## src/rtl/apb_pkg.sv

```systemverilog
// Shared definitions for the APB master bridge: FSM states, bus widths and
// the register offsets of the peripheral block it drives.
package apb_pkg;

    typedef enum logic [1:0] {
        IDLE   = 2'd0,
        SETUP  = 2'd1,
        ACCESS = 2'd2,
        RESP   = 2'd3
    } apb_state_e;

    localparam int APB_ADDR_W = 32;
    localparam int APB_DATA_W = 32;
    localparam int APB_STRB_W = APB_DATA_W / 8;

    localparam logic [7:0] GPO_OFS  = 8'h00;
    localparam logic [7:0] GPI_OFS  = 8'h04;
    localparam logic [7:0] GPID_OFS = 8'h0C;

endpackage

```

## src/rtl/apb_master_bridge_if.sv

```systemverilog
// Command/response port plus APB initiator signals of the bridge, bundled so the
// requester, the bridge and the peripheral side share one definition.
interface apb_master_bridge_if
    import apb_pkg::*;
#(
    parameter int ADDR_W = APB_ADDR_W,
    parameter int DATA_W = APB_DATA_W,
    parameter int STRB_W = APB_STRB_W
);
    logic              cmd_valid;
    logic              cmd_ready;
    logic              cmd_write;
    logic [ADDR_W-1:0] cmd_addr;
    logic [DATA_W-1:0] cmd_wdata;
    logic [STRB_W-1:0] cmd_strb;

    logic              rsp_valid;
    logic              rsp_ready;
    logic [DATA_W-1:0] rsp_rdata;
    logic              rsp_err;

    logic [ADDR_W-1:0] apb_addr;
    logic              apb_sel;
    logic              apb_write;
    logic              apb_ena;
    logic [DATA_W-1:0] apb_wdata;
    logic [STRB_W-1:0] apb_pstb;
    logic [DATA_W-1:0] apb_rdata;
    logic              apb_rready;

    modport master (
        input  cmd_valid, cmd_write, cmd_addr, cmd_wdata, cmd_strb,
        input  rsp_ready, apb_rdata, apb_rready,
        output cmd_ready, rsp_valid, rsp_rdata, rsp_err,
        output apb_addr, apb_sel, apb_write, apb_ena, apb_wdata, apb_pstb
    );

    modport slave (
        output cmd_valid, cmd_write, cmd_addr, cmd_wdata, cmd_strb,
        output rsp_ready, apb_rdata, apb_rready,
        input  cmd_ready, rsp_valid, rsp_rdata, rsp_err,
        input  apb_addr, apb_sel, apb_write, apb_ena, apb_wdata, apb_pstb
    );

endinterface

```

## src/rtl/apb_timeout_cnt.sv

```systemverilog
// Counts ACCESS cycles spent waiting on the slave; tc_o flags the cycle whose
// increment would reach TIMEOUT. TIMEOUT of 0 disables the flag.
module apb_timeout_cnt #(
    parameter int TIMEOUT = 255,
    parameter int TO_W    = 8
) (
    input  logic clock,
    input  logic rst,
    input  logic clr_i,
    input  logic en_i,
    output logic tc_o
);

    localparam logic [TO_W-1:0] LAST = TO_W'(TIMEOUT - 1);

    logic [TO_W-1:0] cnt_q, cnt_d;

    always_comb begin
        cnt_d = cnt_q;
        if (clr_i) begin
            cnt_d = '0;
        end else if (en_i) begin
            cnt_d = cnt_q + 1'b1;
        end
    end

    always_ff @(posedge clock) begin
        if (rst) begin
            cnt_q <= '0;
        end else begin
            cnt_q <= cnt_d;
        end
    end

    assign tc_o = (TIMEOUT != 0) && (cnt_q == LAST);

endmodule

```

## src/rtl/apb_master_bridge.sv

```systemverilog
// Single-outstanding command-to-APB initiator: SETUP, ACCESS until the slave is
// ready (or the wait budget runs out), then hold the response until taken.
module apb_master_bridge
    import apb_pkg::*;
#(
    parameter int ADDR_W  = APB_ADDR_W,
    parameter int DATA_W  = APB_DATA_W,
    parameter int STRB_W  = APB_STRB_W,
    parameter int TIMEOUT = 255,
    parameter int TO_W    = 8
) (
    input  logic                clock,
    input  logic                rst,
    apb_master_bridge_if.master bus
);

    apb_state_e        state_q, state_d;
    logic [ADDR_W-1:0] addr_q, addr_d;
    logic              write_q, write_d;
    logic [DATA_W-1:0] wdata_q, wdata_d;
    logic [STRB_W-1:0] pstb_q, pstb_d;
    logic              sel_q, sel_d;
    logic              ena_q, ena_d;
    logic              rsp_valid_q, rsp_valid_d;
    logic [DATA_W-1:0] rdata_q, rdata_d;
    logic              err_q, err_d;

    logic to_clr, to_en, to_tc;

    assign to_clr = (state_q == SETUP);
    assign to_en  = (state_q == ACCESS) && !bus.apb_rready;

    apb_timeout_cnt #(
        .TIMEOUT (TIMEOUT),
        .TO_W    (TO_W)
    ) u_timeout (
        .clock (clock),
        .rst   (rst),
        .clr_i (to_clr),
        .en_i  (to_en),
        .tc_o  (to_tc)
    );

    always_comb begin
        state_d     = state_q;
        addr_d      = addr_q;
        write_d     = write_q;
        wdata_d     = wdata_q;
        pstb_d      = pstb_q;
        sel_d       = sel_q;
        ena_d       = ena_q;
        rsp_valid_d = rsp_valid_q;
        rdata_d     = rdata_q;
        err_d       = err_q;

        case (state_q)
            IDLE: begin
                if (bus.cmd_valid) begin
                    state_d = SETUP;
                    addr_d  = bus.cmd_addr;
                    write_d = bus.cmd_write;
                    // Reads never present stale write data or strobes on the bus.
                    wdata_d = bus.cmd_write ? bus.cmd_wdata : '0;
                    pstb_d  = bus.cmd_write ? bus.cmd_strb  : '0;
                    sel_d   = 1'b1;
                    ena_d   = 1'b0;
                end
            end
            SETUP: begin
                state_d = ACCESS;
                ena_d   = 1'b1;
            end
            ACCESS: begin
                // A ready slave on the terminal-count edge still completes normally.
                if (bus.apb_rready || to_tc) begin
                    state_d     = RESP;
                    sel_d       = 1'b0;
                    ena_d       = 1'b0;
                    rsp_valid_d = 1'b1;
                    err_d       = !bus.apb_rready;
                    rdata_d     = (bus.apb_rready && !write_q) ? bus.apb_rdata : '0;
                end
            end
            RESP: begin
                if (bus.rsp_ready) begin
                    state_d     = IDLE;
                    rsp_valid_d = 1'b0;
                    rdata_d     = '0;
                    err_d       = 1'b0;
                end
            end
            default: begin
                state_d = IDLE;
            end
        endcase
    end

    always_ff @(posedge clock) begin
        if (rst) begin
            state_q     <= IDLE;
            addr_q      <= '0;
            write_q     <= 1'b0;
            wdata_q     <= '0;
            pstb_q      <= '0;
            sel_q       <= 1'b0;
            ena_q       <= 1'b0;
            rsp_valid_q <= 1'b0;
            rdata_q     <= '0;
            err_q       <= 1'b0;
        end else begin
            state_q     <= state_d;
            addr_q      <= addr_d;
            write_q     <= write_d;
            wdata_q     <= wdata_d;
            pstb_q      <= pstb_d;
            sel_q       <= sel_d;
            ena_q       <= ena_d;
            rsp_valid_q <= rsp_valid_d;
            rdata_q     <= rdata_d;
            err_q       <= err_d;
        end
    end

    assign bus.cmd_ready = (state_q == IDLE) && !rst;
    assign bus.rsp_valid = rsp_valid_q;
    assign bus.rsp_rdata = rdata_q;
    assign bus.rsp_err   = err_q;
    assign bus.apb_addr  = addr_q;
    assign bus.apb_sel   = sel_q;
    assign bus.apb_write = write_q;
    assign bus.apb_ena   = ena_q;
    assign bus.apb_wdata = wdata_q;
    assign bus.apb_pstb  = pstb_q;

endmodule

```

## src/flat_wrapper.sv

```systemverilog
// flat-port wrapper written by rule: the top's interface ports become plain ports
module apb_master_bridge_flat import apb_pkg::*;
#(
    parameter int ADDR_W  = APB_ADDR_W,
    parameter int DATA_W  = APB_DATA_W,
    parameter int STRB_W  = APB_STRB_W,
    parameter int TIMEOUT = 255,
    parameter int TO_W    = 8
)
  (clock, rst, bus_cmd_valid, bus_cmd_write, bus_cmd_addr, bus_cmd_wdata, bus_cmd_strb, bus_rsp_ready, bus_apb_rdata, bus_apb_rready, bus_cmd_ready, bus_rsp_valid, bus_rsp_rdata, bus_rsp_err, bus_apb_addr, bus_apb_sel, bus_apb_write, bus_apb_ena, bus_apb_wdata, bus_apb_pstb);
  apb_master_bridge_if #(.ADDR_W(ADDR_W), .DATA_W(DATA_W), .STRB_W(STRB_W)) bus_i ();
  input  logic clock;
  input  logic rst;
  input wire logic [$bits(bus_i.cmd_valid)-1:0] bus_cmd_valid;
  input wire logic [$bits(bus_i.cmd_write)-1:0] bus_cmd_write;
  input wire logic [$bits(bus_i.cmd_addr)-1:0] bus_cmd_addr;
  input wire logic [$bits(bus_i.cmd_wdata)-1:0] bus_cmd_wdata;
  input wire logic [$bits(bus_i.cmd_strb)-1:0] bus_cmd_strb;
  input wire logic [$bits(bus_i.rsp_ready)-1:0] bus_rsp_ready;
  input wire logic [$bits(bus_i.apb_rdata)-1:0] bus_apb_rdata;
  input wire logic [$bits(bus_i.apb_rready)-1:0] bus_apb_rready;
  output wire logic [$bits(bus_i.cmd_ready)-1:0] bus_cmd_ready;
  output wire logic [$bits(bus_i.rsp_valid)-1:0] bus_rsp_valid;
  output wire logic [$bits(bus_i.rsp_rdata)-1:0] bus_rsp_rdata;
  output wire logic [$bits(bus_i.rsp_err)-1:0] bus_rsp_err;
  output wire logic [$bits(bus_i.apb_addr)-1:0] bus_apb_addr;
  output wire logic [$bits(bus_i.apb_sel)-1:0] bus_apb_sel;
  output wire logic [$bits(bus_i.apb_write)-1:0] bus_apb_write;
  output wire logic [$bits(bus_i.apb_ena)-1:0] bus_apb_ena;
  output wire logic [$bits(bus_i.apb_wdata)-1:0] bus_apb_wdata;
  output wire logic [$bits(bus_i.apb_pstb)-1:0] bus_apb_pstb;
  assign bus_i.cmd_valid = bus_cmd_valid;
  assign bus_i.cmd_write = bus_cmd_write;
  assign bus_i.cmd_addr = bus_cmd_addr;
  assign bus_i.cmd_wdata = bus_cmd_wdata;
  assign bus_i.cmd_strb = bus_cmd_strb;
  assign bus_i.rsp_ready = bus_rsp_ready;
  assign bus_i.apb_rdata = bus_apb_rdata;
  assign bus_i.apb_rready = bus_apb_rready;
  assign bus_cmd_ready = bus_i.cmd_ready;
  assign bus_rsp_valid = bus_i.rsp_valid;
  assign bus_rsp_rdata = bus_i.rsp_rdata;
  assign bus_rsp_err = bus_i.rsp_err;
  assign bus_apb_addr = bus_i.apb_addr;
  assign bus_apb_sel = bus_i.apb_sel;
  assign bus_apb_write = bus_i.apb_write;
  assign bus_apb_ena = bus_i.apb_ena;
  assign bus_apb_wdata = bus_i.apb_wdata;
  assign bus_apb_pstb = bus_i.apb_pstb;
  apb_master_bridge #(.ADDR_W(ADDR_W), .DATA_W(DATA_W), .STRB_W(STRB_W), .TIMEOUT(TIMEOUT), .TO_W(TO_W)) u_core (.clock(clock), .rst(rst), .bus(bus_i));
endmodule
```

## config.mk

```make
export PLATFORM = sky130hd
export DESIGN_NAME = apb_master_bridge_flat
export DESIGN_NICKNAME = d
export VERILOG_FILES = /design/src/rtl/apb_pkg.sv /design/src/rtl/apb_master_bridge_if.sv /design/src/rtl/apb_timeout_cnt.sv /design/src/rtl/apb_master_bridge.sv /design/src/flat_wrapper.sv
export SDC_FILE = /design/constraint.sdc
export NUM_CORES = 1
export LEC_CHECK = 0
export CAP_MARGIN = 15
export CORE_MARGIN = 2
export CORE_UTILIZATION = 25
export CTS_BUF_LIST = sky130_fd_sc_hd__clkbuf_8
export CTS_CLUSTER_SIZE = 28
export DETAILED_ROUTE_END_ITERATION = 10
export PLACE_DENSITY = 0.64
export SLEW_MARGIN = 10
export SYNTH_ARGS = -nofsm -noshare
export SYNTH_HDL_FRONTEND = slang
export SYNTH_SLANG_ARGS = --single-unit
```

## constraint.sdc

```tcl
create_clock -name clock -period 4.6 [get_ports clock]
set_clock_uncertainty 0.15 [all_clocks]
set_input_delay 0.69 -clock clock [delete_from_list [all_inputs] [get_ports clock]]
set_output_delay 0.69 -clock clock [all_outputs]
set_load 0.02 [all_outputs]
```

== After elaboration in Yosys (flattened, before gate mapping) ==
Cells that the tools add are included.
W data, S select, Z words.

* Register bits after elaboration: 115
* Output and inout bits: 106
* Logic and storage cells: 56

* Add/subtract/negate cells: 1
* Equal/unequal tests: 7
* Multiplexer cells: 20
* Reductions and logical operators: 17

{| class="wikitable"
|+ Operators with widths
! cell !! number
|-
| $mux W32 || 4
|-
| $pmux W32 S2 || 1
|-
| $reduce_and A3 Y1 || 4
|-
| $add A8 B1 Y8 const B || 1
|-
| $eq A8 B8 Y1 const B || 1
|-
| $pmux W2 S4 || 1
|-
| $mux W1 || 6
|-
| $mux W2 || 3
|-
| $ne A2 B2 Y1 const B || 3
|-
| $pmux W1 S2 || 3
|-
| $eq A2 B2 Y1 const B || 2
|-
| $mux W4 || 1
|-
| $reduce_bool A2 Y1 || 2
|-
| $logic_and A1 B1 Y1 || 3
|-
| $logic_not A1 Y1 || 3
|-
| $pmux W1 S3 || 1
|-
| $reduce_bool A3 Y1 || 1
|-
| $eq A2 B1 Y1 const B || 1
|-
| $logic_not A2 Y1 || 1
|-
| $reduce_and A2 Y1 || 1
|-
| $reduce_or A2 Y1 || 1
|-
| $logic_or A1 B1 Y1 || 1
|}

== Depth between registers and ports, before layout ==
Gate-level depths: netlist of run 1.

* Depth in word-level cells: 5
* Mapped depth: 8

== By module ==
A second synthesis of run 1 with hierarchy kept.

* Cells, all modules: 528
* Area total of the unflattened synthesis: 4463.0 um^2

{| class="wikitable"
|+ Modules (own cells, without submodules)
! module !! instances !! cells an instance !! area each (um^2)
|-
| apb_master_bridge || 1 || 486 || 4095.2
|-
| apb_timeout_cnt || 1 || 42 || 367.9
|}

== Worst setup path after synthesis of run 1 ==
No wires, ideal clock.

* Path kind: in2out
* From: input port rst
* To: output port bus_cmd_ready
* Arrival: 1362 ps
* Required time: 3760 ps
* Path slack: 2398 ps
* Stages: 3
* Cells stage by stage: clkbuf_1 clkbuf_1 nor2b_1

* Cells in the longest elaborated chain, start to end: 2

{| class="wikitable"
|+ RTL lines
! element !! RTL line !! RTL
|-
| from (decl) || flat_wrapper.sv:13 || <nowiki>input logic rst;</nowiki>
|-
| $logic_not A1 Y1 || apb_master_bridge.sv:124 || <nowiki>assign bus.cmd_ready = (state_q == IDLE) && !rst;</nowiki>
|-
| $logic_and A1 B1 Y1 || apb_master_bridge.sv:124 ||
|-
| to (decl) || flat_wrapper.sv:22 || <nowiki>output wire logic [$bits(bus_i.cmd_ready)-1:0] bus_cmd_ready;</nowiki>
|}

Every way passes these cells.

== Final worst setup path of run 1 ==
* From: register u_core.state_q[0]
* To: output port bus_cmd_ready

* Cells in the longest elaborated chain, start to end: 2

{| class="wikitable"
|+ RTL lines
! element !! RTL line !! RTL
|-
| from (decl) || apb_master_bridge.sv:17 || <nowiki>apb_state_e state_q, state_d;</nowiki>
|-
| from (signal assigned) || apb_master_bridge.sv:111 || <nowiki>state_q <= state_d;</nowiki>
|-
| $logic_not A2 Y1 || apb_master_bridge.sv:124 ||
|-
| $logic_and A1 B1 Y1 || apb_master_bridge.sv:124 ||
|}

Every way passes these cells.

==> metrics, run 1 <==
Fillers about 1800; vias in the first global route between 4000 and 5000; CP Max Fanout 6; die area 19300 µm²; Slew Limit Fails 0; clock sinks approximately 120; Layout Nets between 800 and 900; Initial Util 0.254; Worst Max-Slew Pin Slew roughly 1.1 ns; initial antenna violation count 0; GR Util All Layers 0.139; worst vdd ir around 240 µV; sequential share of the synthesized area 0.506; hold crit path type reg2reg; wire length on met1 6.10 mm; DR WL/cell 13.7 µm; top layer in use met4; max cap viols 0; DP Area between 6000 and 7000 µm²; layout cells sized above 1 0.0592; minimum clock period between 2 and 3 ns; Mapped Area between 4000 and 5000 µm²; Setup-failing EPs final 0; dominant cell type by area after synthesis dfxtp_1; Netlist cell types 33; Mapped Cells roughly 530; most common library cell in the layout ignoring fill and taps clkdlybuf4s50_1; Leak between 2 and 3 nW; Die Height 139 µm; Fin. Hold Viols 0; Post-synth ARST share 0; I/O Buffers 211; Startpoint Class flop; Design Power between 3 and 4 mW; most frequent cells in the layout clkdlybuf4s50_1 (210), nand2_1 (137), dfxtp_1 (115), a21oi_1 (76), nand3_1 (41); post-CTS resize count 0; number of synthesized flops with an enable pin 0; Die W ~140 µm; #FFs+latches synth 115; design area approximately 7200 µm²; clk root buf clkbuf_8; f_max roughly 360 MHz; Worst EP arrival ~1.9 ns; CTS tree done; residual DRC count 0; largest net degree at the start of global routing 59; Post-DP HPWL between 8 and 9 mm; I/O Pins 212; CP endpoint kind primary output; routed wl met3 approximately 1.2 mm; GRT overflow 0; synthesis warning total 0; syn_nets around 650; Cell Pwr Density between 400 and 500 nW/µm²; CORE AREA 17900 µm²; num rows between 40 and 50; clock-pin slew on the worst setup and hold paths roughly 0.060 ns; cts bufs inserted 17; RSZ-0062 raised after global routing false; WP data required between 3 and 4 ns; Finished Core Util 0.403; crit share post-route 0.603; Clock Latency Late Sink 0.42 ns; Synth Flop Type dfxtp_1; H-tree depth 4; final wirelength roughly 13 mm; wire length on met2 5.91 mm; WS Path Type reg2out; sum of negative setup slack 0 ns; initial drt markers roughly 150; area share of the largest cell type after synthesis 0.506; RePlAce Congestion between 0.7 and 0.8; postcts setup bufs 0; top cells by area, synth dfxtp_1 (51%), nand2_1 (11%), a21oi_1 (8.4%), mux2i_1 (7.0%), nand2b_1 (5.0%); Max Root-Sink Buffers 2; status finished, final reports clean; vias per cell ~4.3; Post-Syn Area per Cell between 8 and 9 µm²; DR vias 4157; ANT nets after route 0; Area Overhead vs Synth 58.8%; hold_buf cts 0; First-pass DRT Iterations 4; first-pass GRT wire length approximately 22 mm; # diodes 0; Worst slew margin 0.292
==> Yosys cell counts (2+ instances only) <==
master and number:
xnor2_1 2, inv_1 4, mux2i_1 32, nand2b_1 36, clkbuf_1 31, xor2_1 3
nor2_1 10, nand2_1 138, nand4_1 2, dfxtp_1 115, o21ai_0 6, or2_2 2
ha_1 7, or3_1 2, a211oi_1 2, and2_1 2, buf_12 3, a21oi_1 76
nand3_1 41, buf_1 4, nor2b_1 2
==> worst paths after layout <==
check,startpoint,endpoint,slack (ns),depth (start not counted)
max,u_core.state_q[0],bus_cmd_ready,1.83,4
min,u_core.bus.apb_wdata[5],u_core.bus.apb_wdata[5],0.30,2
min reg2reg,u_core.bus.apb_wdata[5],u_core.bus.apb_wdata[5],0.30,2
max reg2reg,u_core.state_q[0],u_core.bus.rsp_rdata[24],1.99,7
==> logic make-up (layout without fill, tap and decap cells) <==
group	Yosys count	in the layout	synth area share
adder cells (fa/ha/maj)	7	7	0.0193
multiplexers	32	32	0.0704
XOR/XNOR	5	5	0.00963
flip-flops	115	115	0.506
AO/OA/AOI/OAI	90	90	0.105
buffers and inverters	43	254	0.0479
AND/OR/NAND/NOR	240	240	0.241
==> layer usage <==
metal	global-route usage	up-vias
met4	0.0415	0
met3	0.0656	7
li1	-	2146
met1	0.171	1865
met5	0	-
met2	0.216	139
==> power by group <==
part	internal (mW)	total, mW	switching, mW
Clock	0.570	0.988	0.418
Sequential	1.14	1.22	0.0829
Combinational	0.517	1.18	0.663
==> state kept, by name (all words and copies together), names as in the netlist <==
signal                  count
u_core.bus.apb_addr        32
u_core.bus.apb_wdata       32
u_core.bus.rsp_rdata       32
u_core.u_timeout.cnt_q      8
u_core.bus.apb_pstb         4
u_core.state_q              2
u_core.bus.apb_ena          1
u_core.bus.apb_sel          1
u_core.bus.apb_write        1
u_core.bus.rsp_err          1
u_core.bus.rsp_valid        1
==> final cells by class <==
cell class / instances / area, µm² / share of cell area
Inverter: 4 / 15.0 / 0.00208
Sequential cell: 115 / 2300 / 0.319
Clock buffer: 20 / 275 / 0.0381
Multi-Input combinational cell: 374 / 2040 / 0.282
Clock inverter: 12 / 139 / 0.0192
Tap cell: 229 / 287 / 0.0397
Timing Repair Buffer: 218 / 2160 / 0.299
==> critical path, cell delays in order (launching register included) <==
cell and delay, ns:
dfxtp_1 0.35, inv_1 0.10, ha_1 0.26, nor2b_1 0.16, clkdlybuf4s50_1 0.63
==> stage by stage <==
| step | cells | worst slack (ns) | hold WS (ns) |
|---|---|---|---|
| floorplan | 532 | 2.40 | 0.322 |
| global placement | 940 | 1.57 | 0.287 |
| detailed placement | 940 | 1.50 | 0.294 |
| CTS | 972 | 1.75 | 0.302 |
| global route | 972 | 1.67 | 0.320 |
| finish | 972 | 1.83 | 0.302 |
Note: power is estimated with default switching activity, not from simulation.
==> run 2: changes to the inputs <==
--- a/config.mk
+++ b/config.mk
@@ -11,7 +11,7 @@
 export CTS_BUF_LIST = sky130_fd_sc_hd__clkbuf_8
 export CTS_CLUSTER_SIZE = 28
 export DETAILED_ROUTE_END_ITERATION = 10
-export PLACE_DENSITY = 0.64
+export PLACE_DENSITY = 0.66
 export SLEW_MARGIN = 10
 export SYNTH_ARGS = -nofsm -noshare
 export SYNTH_HDL_FRONTEND = slang
==> constraint.sdc (replaced) <==
create_clock -name clock -period 2.3 [get_ports clock]
set_clock_uncertainty 0.15 [all_clocks]
set_input_delay 0.345 -clock clock [delete_from_list [all_inputs] [get_ports clock]]
set_output_delay 0.345 -clock clock [all_outputs]
set_load 0.02 [all_outputs]
==> run 2 against run 1 <==
Worst setup slack lost 1.6 ns. Utilization grew 0.34 points. Cell count grew 0.62%. Largest power group is now combinational cells.
==> metrics, run 2 (synthesis results as in run 1) <==
status finished, final reports clean; DR WL/cell roughly 13 µm; hold crit path type in2reg; DR vias around 4300; Layout Nets 851; f_max approximately 470 MHz; H-tree depth 4; Max Root-Sink Buffers 2; Setup-failing EPs final 0; most frequent cells in the layout clkdlybuf4s50_1 (209), nand2_1 (137), dfxtp_1 (115), a21oi_1 (76), nand3_1 (41); Finished Core Util 0.407; final wirelength 13.1 mm; num rows just under 50; CORE AREA between 15000 and 20000 µm²; Startpoint Class flop; postcts setup bufs 0; first-pass GRT wire length 21.2 mm; CP endpoint kind primary output; Die Height roughly 140 µm; max cap viols 0; Slew Limit Fails 0; Fillers between 1500 and 2000; most common library cell in the layout ignoring fill and taps clkdlybuf4s50_1; RSZ-0062 raised after global routing false; die area between 15000 and 20000 µm²; I/O Buffers approximately 210; clock-pin slew on the worst setup and hold paths approximately 0.06 ns; design area 7280 µm²; initial antenna violation count 0; Design Power 6.77 mW; DP Area 6900 µm²; CP Max Fanout 5; Clock Latency Late Sink around 0.43 ns; PnR worst setup slack 0.193 ns; First-pass DRT Iterations 4; Leak ~2.6 nW; hold_buf cts 0; vias in the first global route 4036; vias per cell roughly 4.4; Post-DP HPWL around 9.1 mm; Non-Filler Instances between 900 and 1000; Cell Pwr Density 929 nW/µm²; cts bufs inserted 17; residual DRC count 0; FF+latch area about 2300 µm²; Worst slew margin 0.548; final hold slack approximately 0.2 ns; Initial Util 0.254; cell total after placement between 900 and 1000; WS Path Type reg2out; Fin. Hold Viols 0; Placement Setup Slack 0.184 ns; Die W 139 µm; Area Overhead vs Synth 60.1%; crit share post-route 0.916; CTS tree done; minimum clock period between 2 and 2.5 ns; clk root buf clkbuf_8; RePlAce Congestion between 0.7 and 0.8; sum of negative setup slack 0 ns; largest net degree at the start of global routing 61; GR Util All Layers 0.136; GRT overflow 0; ANT nets after route 0; Worst EP arrival 1.61 ns; Worst Max-Slew Pin Slew ~0.68 ns; area of the multi-input gates approximately 2000 µm²; clock sinks 115; layout cells sized above 1 0.0654; # diodes 0; WP data required between 1.5 and 2 ns; I/O Pins between 200 and 250; worst vdd ir slightly below 500 µV; initial drt markers roughly 170
[run 2: cell count changes in the layout (fill, tap and decap cells not counted), sizes merged]
cell           change
clkbuf             +1
dlygate4sd2        +1
clkdlybuf4s50      -1
inv                +1
buf                +8
clkinvlp           -3
bufinv             -1
[run 2: path summary, 6_finish.rpt]
check | slack, ns | depth (start not counted) | start | endpoint
min | 0.20 | 3 | rst | u_core.u_timeout.cnt_q[6]
max reg2reg | 0.35 | 7 | u_core.state_q[0] | u_core.bus.rsp_rdata[2]
max | 0.19 | 4 | u_core.state_q[0] | bus_cmd_ready
min reg2reg | 0.30 | 2 | u_core.bus.apb_pstb[1] | u_core.bus.apb_pstb[1]
[run 2: what timing repair did]
item / in CTS / in global routing
resized for setup: 1 / 0
hold endpoints to repair: 0 / 0
endpoints found under the setup margin: 1 / 0
[run 2: per-layer routing]
metal  up-vias  part of all wire  global-route usage
li1       2165                 -                   -
met1      1951              0.45               0.171
met2       144              0.44               0.203
met3        17             0.088              0.0639
met4         0             0.017              0.0548
met5         -                 0                   0
[run 2: cell type report]
| type | count | area share |
|---|---|---|
| Clock buffer | 21 | 0.0397 |
| Inverter | 4 | 0.00206 |
| Tap cell | 229 | 0.0394 |
| Timing Repair Buffer | 226 | 0.310 |
| Sequential cell | 115 | 0.316 |
| Multi-Input combinational cell | 374 | 0.280 |
| Clock inverter | 9 | 0.0124 |
[run 2: report_power, final]
group	internal [mW]	total [mW]	switching [mW]	leakage [nW]
Sequential	2.28	2.44	0.161	0.936
Clock	1.04	1.84	0.797	0.212
Combinational	1.13	2.48	1.35	1.44
[run 2: worst max-delay path, cell delays in order, from the launching register on]
cell and delay [ns]:
dfxtp_1 0.41, inv_1 0.09, ha_1 0.22, nor2b_1 0.13, dlygate4sd2_1 0.33
